==> config.mk <==
export PLATFORM = sky130hd
export DESIGN_NAME = key_cmd_fifo_flat
export DESIGN_NICKNAME = d
export VERILOG_FILES = /design/src/rtl/key_cmd_fifo_if.sv /design/src/rtl/key_cmd_fifo.sv /design/src/flat_wrapper.sv
export SDC_FILE = /design/constraint.sdc
export NUM_CORES = 1
export LEC_CHECK = 0
export CAP_MARGIN = 10
export CORE_ASPECT_RATIO = 1.25
export CORE_UTILIZATION = 45
export CTS_CLUSTER_SIZE = 30
export DETAILED_ROUTE_END_ITERATION = 8
export GPL_ROUTABILITY_DRIVEN = 0
export GPL_TIMING_DRIVEN = 0
export HOLD_SLACK_MARGIN = 0.03
export PLACE_DENSITY_LB_ADDON = 0.15
export SLEW_MARGIN = 20
export SYNTH_ARGS = -nofsm -noshare
export SYNTH_HDL_FRONTEND = slang
export SYNTH_SLANG_ARGS = --single-unit
==> constraint.sdc <==
create_clock -name clock -period 2.5 [get_ports clock]
set_input_delay 0.5 -clock clock [delete_from_list [all_inputs] [get_ports clock]]
set_output_delay 0.5 -clock clock [all_outputs]
set_load 0.01 [all_outputs]
==> src/rtl/key_cmd_fifo_if.sv <==
// Handshake bundle between Keyboard_Decoder, key_cmd_fifo and Game_Player.
// slave: the FIFO side. master: the side that drives in_ready/in_data and
// out_read_fin (decoder + player, or a testbench standing in for both).
interface key_cmd_fifo_if #(
  parameter int CMD_WIDTH  = 3,
  parameter int DEPTH      = 8,
  parameter int LOG2_DEPTH = $clog2(DEPTH)
);
  logic                  in_ready;
  logic [CMD_WIDTH-1:0]  in_data;
  logic                  in_read_fin;
  logic                  out_ready;
  logic [CMD_WIDTH-1:0]  out_data;
  logic                  out_read_fin;
  logic [LOG2_DEPTH:0]   count;
  logic                  overflow;

  modport slave (
    input  in_ready, in_data, out_read_fin,
    output in_read_fin, out_ready, out_data, count, overflow
  );

  modport master (
    output in_ready, in_data, out_read_fin,
    input  in_read_fin, out_ready, out_data, count, overflow
  );
endinterface

==> src/rtl/key_cmd_fifo.sv <==
// key_cmd_fifo: buffers 3-bit key commands between the keyboard decoder and
// the game player. Both sides use a level ready / read_fin handshake.
// Optional macro KEY_CMD_REPEAT_FILTER_EN: drop a command equal to the last
// stored one while that command is still the sole, unpopped entry (collapses
// PS/2 typematic repeats). Undefined by default.
module key_cmd_fifo #(
  parameter int CMD_WIDTH  = 3,
  parameter int DEPTH      = 8,
  parameter int LOG2_DEPTH = $clog2(DEPTH)
) (
  input  logic               clock,
  input  logic               reset,
  key_cmd_fifo_if.slave      bus
);
  localparam logic [LOG2_DEPTH:0] FULL_CNT = (LOG2_DEPTH+1)'(DEPTH);

  typedef enum logic {IN_IDLE, IN_ACK} in_state_t;

  in_state_t             in_state, in_state_nxt;
  logic                  in_fin_q, in_fin_nxt;
  logic [CMD_WIDTH-1:0]  mem [DEPTH];
  logic [LOG2_DEPTH-1:0] wr_ptr, rd_ptr;
  logic [LOG2_DEPTH:0]   count;
  logic                  prev_fin;
  logic                  overflow;
  logic                  out_ready;
  logic [CMD_WIDTH-1:0]  out_data;
  logic                  capture, full, repeat_hit, push, pop, drop;

  // Input handshake: one capture per in_ready high period, ack held until
  // the decoder drops in_ready.
  always_comb begin
    in_state_nxt = in_state;
    in_fin_nxt   = in_fin_q;
    capture      = 1'b0;
    case (in_state)
      IN_IDLE: if (bus.in_ready) begin
        capture      = 1'b1;
        in_fin_nxt   = 1'b1;
        in_state_nxt = IN_ACK;
      end
      IN_ACK: if (!bus.in_ready) begin
        in_fin_nxt   = 1'b0;
        in_state_nxt = IN_IDLE;
      end
      default: begin
        in_fin_nxt   = 1'b0;
        in_state_nxt = IN_IDLE;
      end
    endcase
  end

  // Input FSM state and ack register.
  always_ff @(posedge clock) begin
    if (reset) begin
      in_state <= IN_IDLE;
      in_fin_q <= 1'b0;
    end else begin
      in_state <= in_state_nxt;
      in_fin_q <= in_fin_nxt;
    end
  end

  // Pop only on a rising edge of out_read_fin, and never from an empty FIFO.
  // Fullness is judged before any same-cycle pop, so push+pop while full drops.
  assign full = (count == FULL_CNT);
  assign pop  = bus.out_read_fin & ~prev_fin & (count != '0);

`ifdef KEY_CMD_REPEAT_FILTER_EN
  logic [CMD_WIDTH-1:0] last_cmd;

  // Remember the most recently stored command for repeat suppression.
  always_ff @(posedge clock) begin
    if (reset)     last_cmd <= '0;
    else if (push) last_cmd <= bus.in_data;
  end

  // count==1 means the sole entry is the last stored one; a same-cycle pop
  // means it is being consumed, so the new command is a fresh press.
  assign repeat_hit = (count == (LOG2_DEPTH+1)'(1)) && (bus.in_data == last_cmd) && !pop;
`else
  assign repeat_hit = 1'b0;
`endif

  assign push = capture & ~full & ~repeat_hit;
  assign drop = capture & full;

  // Storage array; contents need no reset since count gates every read.
  always_ff @(posedge clock) begin
    if (push) mem[wr_ptr] <= bus.in_data;
  end

  // Pointers, occupancy, pop edge detector and sticky overflow.
  always_ff @(posedge clock) begin
    if (reset) begin
      wr_ptr   <= '0;
      rd_ptr   <= '0;
      count    <= '0;
      prev_fin <= 1'b0;
      overflow <= 1'b0;
    end else begin
      prev_fin <= bus.out_read_fin;
      if (push) wr_ptr <= wr_ptr + 1'b1;
      if (pop)  rd_ptr <= rd_ptr + 1'b1;
      if (push && !pop)      count <= count + 1'b1;
      else if (pop && !push) count <= count - 1'b1;
      if (drop) overflow <= 1'b1;
    end
  end

  // Registered head presentation; a pop forces out_ready low for one cycle
  // so the player always sees a fresh rising edge for the next entry.
  always_ff @(posedge clock) begin
    if (reset) begin
      out_ready <= 1'b0;
      out_data  <= '0;
    end else if (pop) begin
      out_ready <= 1'b0;
    end else begin
      out_ready <= (count != '0);
      if (count != '0) out_data <= mem[rd_ptr];
    end
  end

  assign bus.in_read_fin = in_fin_q;
  assign bus.out_ready   = out_ready;
  assign bus.out_data    = out_data;
  assign bus.count       = count;
  assign bus.overflow    = overflow;
endmodule

==> src/flat_wrapper.sv <==
// flat-port wrapper written by rule: the top's interface ports become plain ports
module key_cmd_fifo_flat 
#(
  parameter int CMD_WIDTH  = 3,
  parameter int DEPTH      = 8,
  parameter int LOG2_DEPTH = $clog2(DEPTH)
)
  (clock, reset, bus_in_ready, bus_in_data, bus_out_read_fin, bus_in_read_fin, bus_out_ready, bus_out_data, bus_count, bus_overflow);
  key_cmd_fifo_if #(.CMD_WIDTH(CMD_WIDTH), .DEPTH(DEPTH), .LOG2_DEPTH(LOG2_DEPTH)) bus_i ();
  input  logic clock;
  input  logic reset;
  input wire logic [$bits(bus_i.in_ready)-1:0] bus_in_ready;
  input wire logic [$bits(bus_i.in_data)-1:0] bus_in_data;
  input wire logic [$bits(bus_i.out_read_fin)-1:0] bus_out_read_fin;
  output wire logic [$bits(bus_i.in_read_fin)-1:0] bus_in_read_fin;
  output wire logic [$bits(bus_i.out_ready)-1:0] bus_out_ready;
  output wire logic [$bits(bus_i.out_data)-1:0] bus_out_data;
  output wire logic [$bits(bus_i.count)-1:0] bus_count;
  output wire logic [$bits(bus_i.overflow)-1:0] bus_overflow;
  assign bus_i.in_ready = bus_in_ready;
  assign bus_i.in_data = bus_in_data;
  assign bus_i.out_read_fin = bus_out_read_fin;
  assign bus_in_read_fin = bus_i.in_read_fin;
  assign bus_out_ready = bus_i.out_ready;
  assign bus_out_data = bus_i.out_data;
  assign bus_count = bus_i.count;
  assign bus_overflow = bus_i.overflow;
  key_cmd_fifo #(.CMD_WIDTH(CMD_WIDTH), .DEPTH(DEPTH), .LOG2_DEPTH(LOG2_DEPTH)) u_core (.clock(clock), .reset(reset), .bus(bus_i));
endmodule
==> results.py, run 1 <==
metrics = {
    "run_status": {
        "status": "finished with violations",
        "violations": "DRC",
    },
    "worst_setup_path": {
        "r2r_start": "u_core.bus.count[1]",
        "worstSetupPathType": "register to register",
        "rrSetupSlack_ns": 0.09,
        "crit_path_start_kind": "register",
        "cp_data_required_time_ns": 2.69,
        "crit_path_end_kind": "register",
        "cp_max_fo": 5,
        "cp.arrival_ns": 2.60,
        "rr_endpoint": "u_core.bus.count[3]",
        "worstRegToRegCells": 9,
    },
    "clock_network": {
        "cts_made_buffers": 5,
        "clock_path_buffers": 2,
        "cts_hold_buf": 0,
        "cts_root_buf": "clkbuf_8",
        "clk_pin_slew_ns": 0.08,
        "insertion_delay_ns": 0.30,
        "cts_sinks": 42,
        "h-tree-depth": 2,
        "tritoncts": "done",
    },
    "placed_design": {
        "portBuffers": 15,
        "dp_worst_setup_slack_ns": -0.3848,
        "dp_hpwl_um": 2254,
        "place_area_um2": 1978,
    },
    "floorplanning": {
        "die_h_um": 71.91,
        "rows": 25,
        "ios": 17,
        "core-area_um2": 3754,
        "fp.dieArea_um2": 4165,
        "die_w_um": 57.93,
        "initial_core_util": 0.4687,
    },
    "sta": {
        "slew_violations": 0,
        "hold_viol_final": 0,
        "finalSetupViolations": 0,
        "min_period_over_period": 0.9629,
        "fin_tns_setup_ns": 0,
        "fin_ws_ns": 0.09267,
        "tightest_slew_ns": 0.4989,
        "max_freq_mhz": 415.4,
        "fin_skew_ns": 0.008709,
        "rsz0062_at_grt": "no",
        "max_slew_margin": 0.6674,
        "finalCriticalPeriod_ns": 2.407,
    },
    "power_and_ir_drop": {
        "p_per_area_nw_per_um2": 1070,
        "vdd_drop_max_uv": 413.2,
        "power_leakage_nw": 0.7823,
    },
    "min_path": {
        "hold_path_class": "register to register",
        "holdPathStages": 2,
        "min-delay-start": "u_core.bus.overflow",
        "hold_end": "u_core.bus.overflow",
    },
    "routing": {
        "vias_per_cell": 5.413,
        "vias": 1115,
        "first_pass_iters": 6,
        "drtIter0Drc": 42,
        "final_antenna_net_count": 0,
        "drc": 2,
        "wl_per_cell_um": 15.94,
        "drt_wl_total_um": 3284,
    },
    "layout": {
        "final_common_cell": "edfxtp_1",
        "drive_gt1_frac": 0.2410,
        "fillers": 290,
        "fin_nets": 179,
        "n_antenna_cell": 0,
        "layout_common_cells": "24 x edfxtp_1, 23 x nor2_1, 15 x clkdlybuf4s50_1",
        "areaGrowthSynthToFinish_pct": 26.53,
        "final_cell_area_um2": 2226,
        "utilization": 0.5930,
    },
    "logic_synthesis": {
        "ys_warn_count": 0,
        "syn-cell-area_um2": 1759,
        "yosysSeqAreaShare": 0.6145,
        "syn_nets": 150,
        "netlist_instances": 136,
        "synth_area_leaders": "edfxtp_1 41%, dfxtp_1 20%, mux4_2 7.7%",
        "synth_cell_types": 32,
        "synth.top_cell.area_share": 0.4097,
        "synth-seq-cells": 42,
        "syn_avg_cell_area_um2": 12.94,
        "synth_top_area_cell": "edfxtp_1",
    },
    "global_route": {
        "antenna_found_initial": 0,
        "overflow": 0,
        "grt_usage": 0.1773,
        "grt_pass1_vias": 1149,
        "grt_pass1_wl_um": 5264,
        "grt_max_degree": 14,
    },
    "run": {
        "drv_cap": 0,
    },
}
==> report_power, final <==
part           internal, mW  switching, mW  leakage (nW)  total, mW
sequential            0.827         0.0827         0.368      0.910
clock                 0.395          0.227        0.0658      0.622
combinational         0.456          0.394         0.349      0.850
total                  1.68          0.703         0.782       2.38
==> synthesized netlist by cell type, drive strengths merged <==
| cell | count |
|---|---|
| nor2b | 4 |
| nor4 | 1 |
| mux2 | 1 |
| or4 | 1 |
| nand3 | 4 |
| ha | 6 |
| or4b | 1 |
| edfxtp | 24 |
| a21oi | 5 |
| a31oi | 2 |
| mux2i | 2 |
| o22ai | 3 |
| inv | 3 |
| nand2 | 4 |
| mux4 | 6 |
| clkbuf | 2 |
| nand2b | 5 |
| nor2 | 24 |
| buf | 4 |
| or3 | 1 |
| xor2 | 3 |
| and2 | 1 |
| xnor2 | 2 |
| dfxtp | 18 |
| a211oi | 1 |
| fa | 1 |
| nor3 | 7 |
==> repair_timing <==
item / in CTS / in global routing
setup buffers: 6 / 2
setup endpoints to repair: 1 / 1
pin swaps: 3 / 5
resized for setup: 12 / 4
hold endpoints to repair: 0 / 0
==> worst max path at each step <==
stage | from | endpoint | cells after the start
floorplan | u_core.bus.count[0] | u_core.bus.count[3] | 10
global placement | bus_in_ready | u_core.bus.count[3] | 11
detailed placement | bus_in_ready | u_core.bus.count[3] | 11
CTS | u_core.bus.count[0] | u_core.bus.count[3] | 10
global route | bus_out_read_fin | u_core.bus.count[3] | 11
finish | u_core.bus.count[1] | u_core.bus.count[3] | 9
==> final cells by class <==
cell class              instances  area [um^2]  area share
flip-flops and latches         42         1094      0.4913
multi-input cells              85        705.7      0.3170
repair buffers                 23        210.2     0.09444
clock buffers                   5        68.82     0.03092
clock inverters                 3        63.81     0.02867
well taps                      40        50.05     0.02248
plain buffers                   5        20.02    0.008994
inverters                       3        13.76    0.006183
==> worst max-delay path, stage by stage (launching register included) <==
cell and delay, ns:
dfxtp_4 0.36, or4b_4 0.54, and2_4 0.19, ha_4 0.18
inv_4 0.07, ha_4 0.21, a21oi_4 0.16, a211oi_2 0.08
a31oi_1 0.19, mux2_2 0.35
==> state kept, by name (all words and copies together), names as in the netlist <==
name,count
u_core.bus.out_ready,1
u_core.bus.out_data,3
u_core.prev_fin,1
u_core.mem,24
u_core.bus.count,4
u_core.bus.in_read_fin,1
u_core.wr_ptr,3
u_core.in_state,1
u_core.rd_ptr,3
u_core.bus.overflow,1
==> layer usage <==
layer / track usage / routed length [um] / up-vias
li1: - / - / 544
met1: 0.1856 / 1345 / 539
met2: 0.3078 / 1720 / 20
met3: 0.04813 / 92 / 12
met4: 0.1164 / 126 / 0
met5: 0 / 0 / -
==> metrics by stage <==
| step | std cells | hold slack [ns] | total power, mW |
|---|---|---|---|
| after global placement | 191 | 0.4547 | 1.553 |
| after global routing | 206 | 0.5254 | 2.497 |
| after floorplan | 136 | 0.4619 | 1.357 |
| after CTS | 205 | 0.4928 | 2.327 |
| final | 206 | 0.4927 | 2.382 |
| after detailed placement | 191 | 0.4742 | 1.572 |
==> logic make-up after synthesis <==
family / count (synthesis) / share of synthesized area
flip-flops: 42 / 0.6145
XOR/XNOR: 5 / 0.02490
multiplexers: 9 / 0.09459
AND/OR/NAND/NOR: 53 / 0.1494
AO/OA/AOI/OAI: 11 / 0.03841
adder cells (fa/ha/maj): 7 / 0.05405
buffers and inverters: 9 / 0.02418
No activity file was read; power rests on OpenSTA's default activity.
==> inputs of run 2 (changes only) <==
CORE_UTILIZATION = 50   (was 45)
CTS_CLUSTER_SIZE = 25   (was 30)
==> run 2 against run 1 <==
  * The flow now finishes without violations
  * Cell count is 1.5% higher
  * Clock skew down 0.0067 ns
  * Critical path depth increased by 1
  * Critical path type is now input pin to register
==> results.py, run 2 (same netlist as run 1, synthesis figures left out) <==
metrics = {
    "min_path": {
        "holdPathStages": 2,
        "hold_path_class": "register to register",
        "min-delay-start": "u_core.bus.overflow",
    },
    "clock_network": {
        "h-tree-depth": 2,
        "clk_pin_slew_ns": 0.08,
        "cts_sinks": 42,
        "clock_path_buffers": 2,
        "tritoncts": "done",
        "cts_made_buffers": 5,
        "insertion_delay_ns": 0.29,
        "cts_root_buf": "clkbuf_8",
        "cts_hold_buf": 0,
    },
    "floorplanning": {
        "fp.dieArea_um2": 3761,
        "die_w_um": 55.06,
        "core-area_um2": 3281,
        "die_h_um": 68.32,
        "initial_core_util": 0.5362,
        "ios": 17,
        "rows": 23,
    },
    "routing": {
        "drtIter0Drc": 25,
        "vias": 1160,
        "wl_per_cell_um": 15.60,
        "final_antenna_net_count": 0,
        "first_pass_iters": 4,
        "vias_per_cell": 5.550,
        "drt_wl_total_um": 3260,
        "drc": 0,
    },
    "sta": {
        "max_slew_margin": 0.6676,
        "min_period_over_period": 0.9783,
        "finalCriticalPeriod_ns": 2.446,
        "hold_viol_final": 0,
        "slew_violations": 0,
        "max_freq_mhz": 408.9,
        "fin_tns_setup_ns": 0,
        "fin_skew_ns": 0.002051,
        "fin_ws_ns": 0.05432,
        "tightest_slew_ns": 0.4987,
        "finalSetupViolations": 0,
    },
    "worst_setup_path": {
        "cp.arrival_ns": 2.63,
        "cp_data_required_time_ns": 2.68,
        "r2r_start": "u_core.bus.count[1]",
        "cp_max_fo": 5,
        "worstSetupPathType": "input pin to register",
        "crit_path_end_kind": "register",
        "worstRegToRegCells": 9,
        "cp-startpoint": "bus_in_ready",
        "crit_path_start_kind": "input pin",
    },
    "layout": {
        "fin_nets": 185,
        "final_cell_area_um2": 2221,
        "areaGrowthSynthToFinish_pct": 26.24,
        "final_common_cell": "edfxtp_1",
        "top_regs": "u_core.mem: 24 flops, u_core.bus.count: 4 flops",
        "utilization": 0.6770,
        "largest_reg_flops": 24,
        "n_antenna_cell": 0,
        "regMostFlops": "u_core.mem",
        "drive_gt1_frac": 0.2616,
        "layout_common_cells": "24 x edfxtp_1, 23 x nor2_1, 15 x clkdlybuf4s50_1",
    },
    "placed_design": {
        "place_area_um2": 1974,
        "portBuffers": 15,
        "dp_worst_setup_slack_ns": -0.3579,
        "dp_hpwl_um": 2180,
    },
    "run": {
        "drv_cap": 0,
    },
    "global_route": {
        "grt_max_degree": 15,
        "antenna_found_initial": 0,
        "grt_pass1_vias": 1151,
        "grt_usage": 0.1965,
        "overflow": 0,
        "grt_pass1_wl_um": 4940,
    },
    "power_and_ir_drop": {
        "p_per_area_nw_per_um2": 1010,
        "power_leakage_nw": 0.7894,
        "vdd_drop_max_uv": 743.6,
        "p_total_mw": 2.242,
    },
    "run_status": {
        "status": "finished clean",
    },
}
==> run 2: changes by cell type in the layout (fill, tap and decap cells not counted) <==
cell and delta:
buf_4 +6, bufinv_16 -2, clkinvlp_4 +1, dfxtp_2 -1, dfxtp_4 +1, inv_6 +1, nand3_1 +1, nand3_2 -1
==> run 2: power by group <==
group / switching [mW] / leakage, nW / internal, mW
Clock: 0.227 / 0.0422 / 0.196
Sequential: 0.0536 / 0.368 / 0.828
Combinational: 0.433 / 0.379 / 0.504
==> run 2: critical path, cell delays in order <==
cell             delay, ns
clkdlybuf4s50_1       0.48
ha_1                  0.21
and2_4                0.21
ha_4                  0.16
inv_4                 0.05
ha_1                  0.27
nand3_1               0.13
a211oi_2              0.09
a31oi_1               0.18
mux2_2                0.35
==> run 2: per-layer routing <==
layer  wire length (um)  GRT usage
met5                  0          0
met4                 50     0.1000
met3                101    0.07111
met2               1792     0.3373
met1               1316     0.2047
==> run 2: worst paths after layout <==
| path | to | slack [ns] |
|---|---|---|
| worst min-delay path | u_core.bus.overflow | 0.50 |
| worst min register to register | u_core.bus.overflow | 0.50 |
| worst max register to register | u_core.bus.count[3] | 0.08 |
| worst max-delay path | u_core.bus.count[3] | 0.05 |
==> run 2: cell type report <==
cell class | count | area (um^2)
Sequential cell | 42 | 1096
Fill cell | 253 | 1060
Multi-Input combinational cell | 85 | 700.7
Timing Repair Buffer | 29 | 255.2
Clock buffer | 5 | 68.82
Tap cell | 37 | 46.29
Clock inverter | 3 | 20.02
Buffer | 5 | 20.02
Inverter | 3 | 13.76
==> run 2: per-stage QoR <==
step / hold slack (ns) / std cells
after floorplan: 0.4619 / 136
after global routing: 0.5293 / 209
after global placement: 0.4568 / 188
after detailed placement: 0.4800 / 188
final: 0.4963 / 209
after CTS: 0.5039 / 202
==> run 2: what timing repair did <==
| action | in CTS | in global routing |
|---|---|---|
| gates resized for setup | 13 | 3 |
| setup endpoints to repair | 1 | 1 |
| buffers inserted | 6 | 8 |
| pin swaps | 2 | 6 |
==> inputs of run 3 (changes only) <==
DONT_BUFFER_PORTS = 1   (was default)
==> run 3 against run 2 <==
  * Non-clock buffer count decreased by 23
  * Critical endpoint unchanged
  * Largest cell class unchanged
  * Global-route usage decreased by 0.84 points
  * Die area unchanged
  * Via count decreased by 10%
==> results.py, run 3 (same netlist as run 1, synthesis figures left out) <==
metrics = {
    "run_status": {
        "status": "finished clean",
    },
    "clock_network": {
        "clk_pin_slew_ns": 0.08,
        "cts_made_buffers": 5,
        "h-tree-depth": 2,
        "cts_root_buf": "clkbuf_8",
        "cts_hold_buf": 0,
        "tritoncts": "done",
        "clock_path_buffers": 2,
        "cts_sinks": 42,
        "insertion_delay_ns": 0.30,
    },
    "floorplanning": {
        "rows": 23,
        "core-area_um2": 3281,
        "die_w_um": 55.06,
        "initial_core_util": 0.5362,
        "fp.dieArea_um2": 3761,
        "die_h_um": 68.32,
        "ios": 17,
    },
    "layout": {
        "multi_input_area_um2": 703.2,
        "seqCellArea_um2": 1094,
        "layout_common_cells": "24 x nor2_1, 24 x edfxtp_1, 14 x dfxtp_1",
        "final_cell_area_um2": 2031,
        "n_antenna_cell": 0,
        "drive_gt1_frac": 0.2550,
        "areaGrowthSynthToFinish_pct": 15.43,
        "regMostFlops": "u_core.mem",
        "largest_reg_flops": 24,
        "fin_nets": 162,
        "top_regs": "u_core.mem: 24 flops, u_core.bus.count: 4 flops",
        "fillers": 286,
    },
    "power_and_ir_drop": {
        "vdd_drop_max_uv": 696.0,
        "p_total_mw": 2.109,
        "power_leakage_nw": 0.7073,
        "p_per_area_nw_per_um2": 1039,
    },
    "worst_setup_path": {
        "worstSetupPathType": "register to register",
        "r2r_start": "u_core.bus.count[0]",
        "crit_path_end_kind": "register",
        "timing.critical_path.buf_inv": 1,
        "rr_endpoint": "u_core.bus.count[3]",
        "crit_end": "u_core.bus.count[3]",
        "rrSetupSlack_ns": 0.07,
        "path_depth": 9,
        "worstRegToRegCells": 9,
        "cp.arrival_ns": 2.62,
        "cp_top_family": "simple AND/OR/NAND/NOR gates",
        "cp-startpoint": "u_core.bus.count[0]",
        "crit_path_start_kind": "register",
        "slowest_stage": "or4b_4",
        "cp_data_required_time_ns": 2.69,
        "path_common_cell": "ha_4",
        "crit_chain": "or4b_4 -> and2_4 -> ha_4 -> inv_4 -> ha_4 -> a21oi_4 -> a211oi_2 -> a31oi_1 -> mux2_2",
        "cp_max_fo": 8,
        "slowest_delay_ns": 0.56,
    },
    "run": {
        "drv_cap": 0,
    },
    "global_route": {
        "grt_pass1_wl_um": 4602,
        "use_met2": 0.3102,
        "grt_usage": 0.1881,
        "grt_pass1_vias": 1047,
        "grt-busiest-layer": "met2",
        "grt_max_degree": 14,
        "overflow": 0,
        "antenna_found_initial": 0,
        "gr-usage-met1": 0.2088,
        "use_met3": 0.06889,
    },
    "sta": {
        "min_period_over_period": 0.9715,
        "finalSetupViolations": 0,
        "fin_skew_ns": 0.004800,
        "max_slew_margin": 0.6603,
        "finalCriticalPeriod_ns": 2.429,
        "fin_ws_ns": 0.07132,
        "tightest_slew_ns": 0.5095,
        "hold_viol_final": 0,
        "max_freq_mhz": 411.7,
        "fin_tns_setup_ns": 0,
        "slew_violations": 0,
    },
    "routing": {
        "drtIter0Drc": 18,
        "final_antenna_net_count": 0,
        "vias_per_cell": 5.602,
        "drc": 0,
        "wl_per_cell_um": 15.84,
        "vias": 1042,
        "drt_wl_total_um": 2946,
        "first_pass_iters": 4,
    },
    "placed_design": {
        "place_area_um2": 1824,
        "portBuffers": 0,
        "dp_hpwl_um": 2079,
        "dp_worst_setup_slack_ns": -0.1833,
    },
    "min_path": {
        "min-delay-start": "bus_in_data[0]",
        "hold_path_class": "input pin to register",
    },
}
==> run 3: cell count changes in the layout (fill, tap and decap cells not counted), sizes merged <==
cell	previous run	this run
clkdlybuf4s50	15	0
buf	17	9
bufinv	0	1
clkinv	1	2
clkinvlp	1	0
inv	4	3
==> run 3: repair_timing <==
| item | in CTS | in global routing |
|---|---|---|
| pin swaps | 4 | 4 |
| endpoints found under the hold margin | 0 | 0 |
| setup endpoints to repair | 1 | 1 |
| cloned | 0 | 0 |
| buffers inserted | 4 | 2 |
| gates resized for setup | 12 | 3 |
==> run 3: layout make-up <==
class	instances	share of cell area
clock buffers	5	0.03389
flip-flops and latches	42	0.5385
clock inverters	3	0.01972
plain buffers	5	0.009858
inverters	3	0.006778
repair buffers	6	0.02218
well taps	37	0.02280
multi-input cells	85	0.3463
==> run 3: how the worst min path moves through the flow <==
stage	to	slack [ns]	depth (start not counted)
final	u_core.mem[0][0]	0.29	0
after global routing	u_core.mem[0][2]	0.28	0
after CTS	u_core.mem[0][2]	0.28	0
after detailed placement	u_core.rd_ptr[1]	0.50	2
after global placement	u_core.rd_ptr[1]	0.48	2
after floorplan	u_core.rd_ptr[1]	0.46	2
==> run 3: report_power, final <==
group / leakage, nW / internal (mW) / switching (mW)
clock network: 0.0579 / 0.294 / 0.229
registers: 0.368 / 0.828 / 0.137
logic: 0.282 / 0.334 / 0.287
==> run 3: per-stage QoR <==
step | instances | hold slack (ns) | utilization
floorplan | 136 | 0.4619 | -
global placement | 173 | 0.4769 | 0.5561
detailed placement | 173 | 0.4965 | 0.5561
CTS | 185 | 0.2839 | 0.6129
global route | 186 | 0.2774 | 0.6190
finish | 186 | 0.2936 | 0.6190
==> run 3: routing by layer <==
layer | routed length (um) | share of wire
met1 | 1253 | 0.43
met2 | 1493 | 0.51
met5 | 0 | 0
met3 | 138 | 0.047
met4 | 61 | 0.021
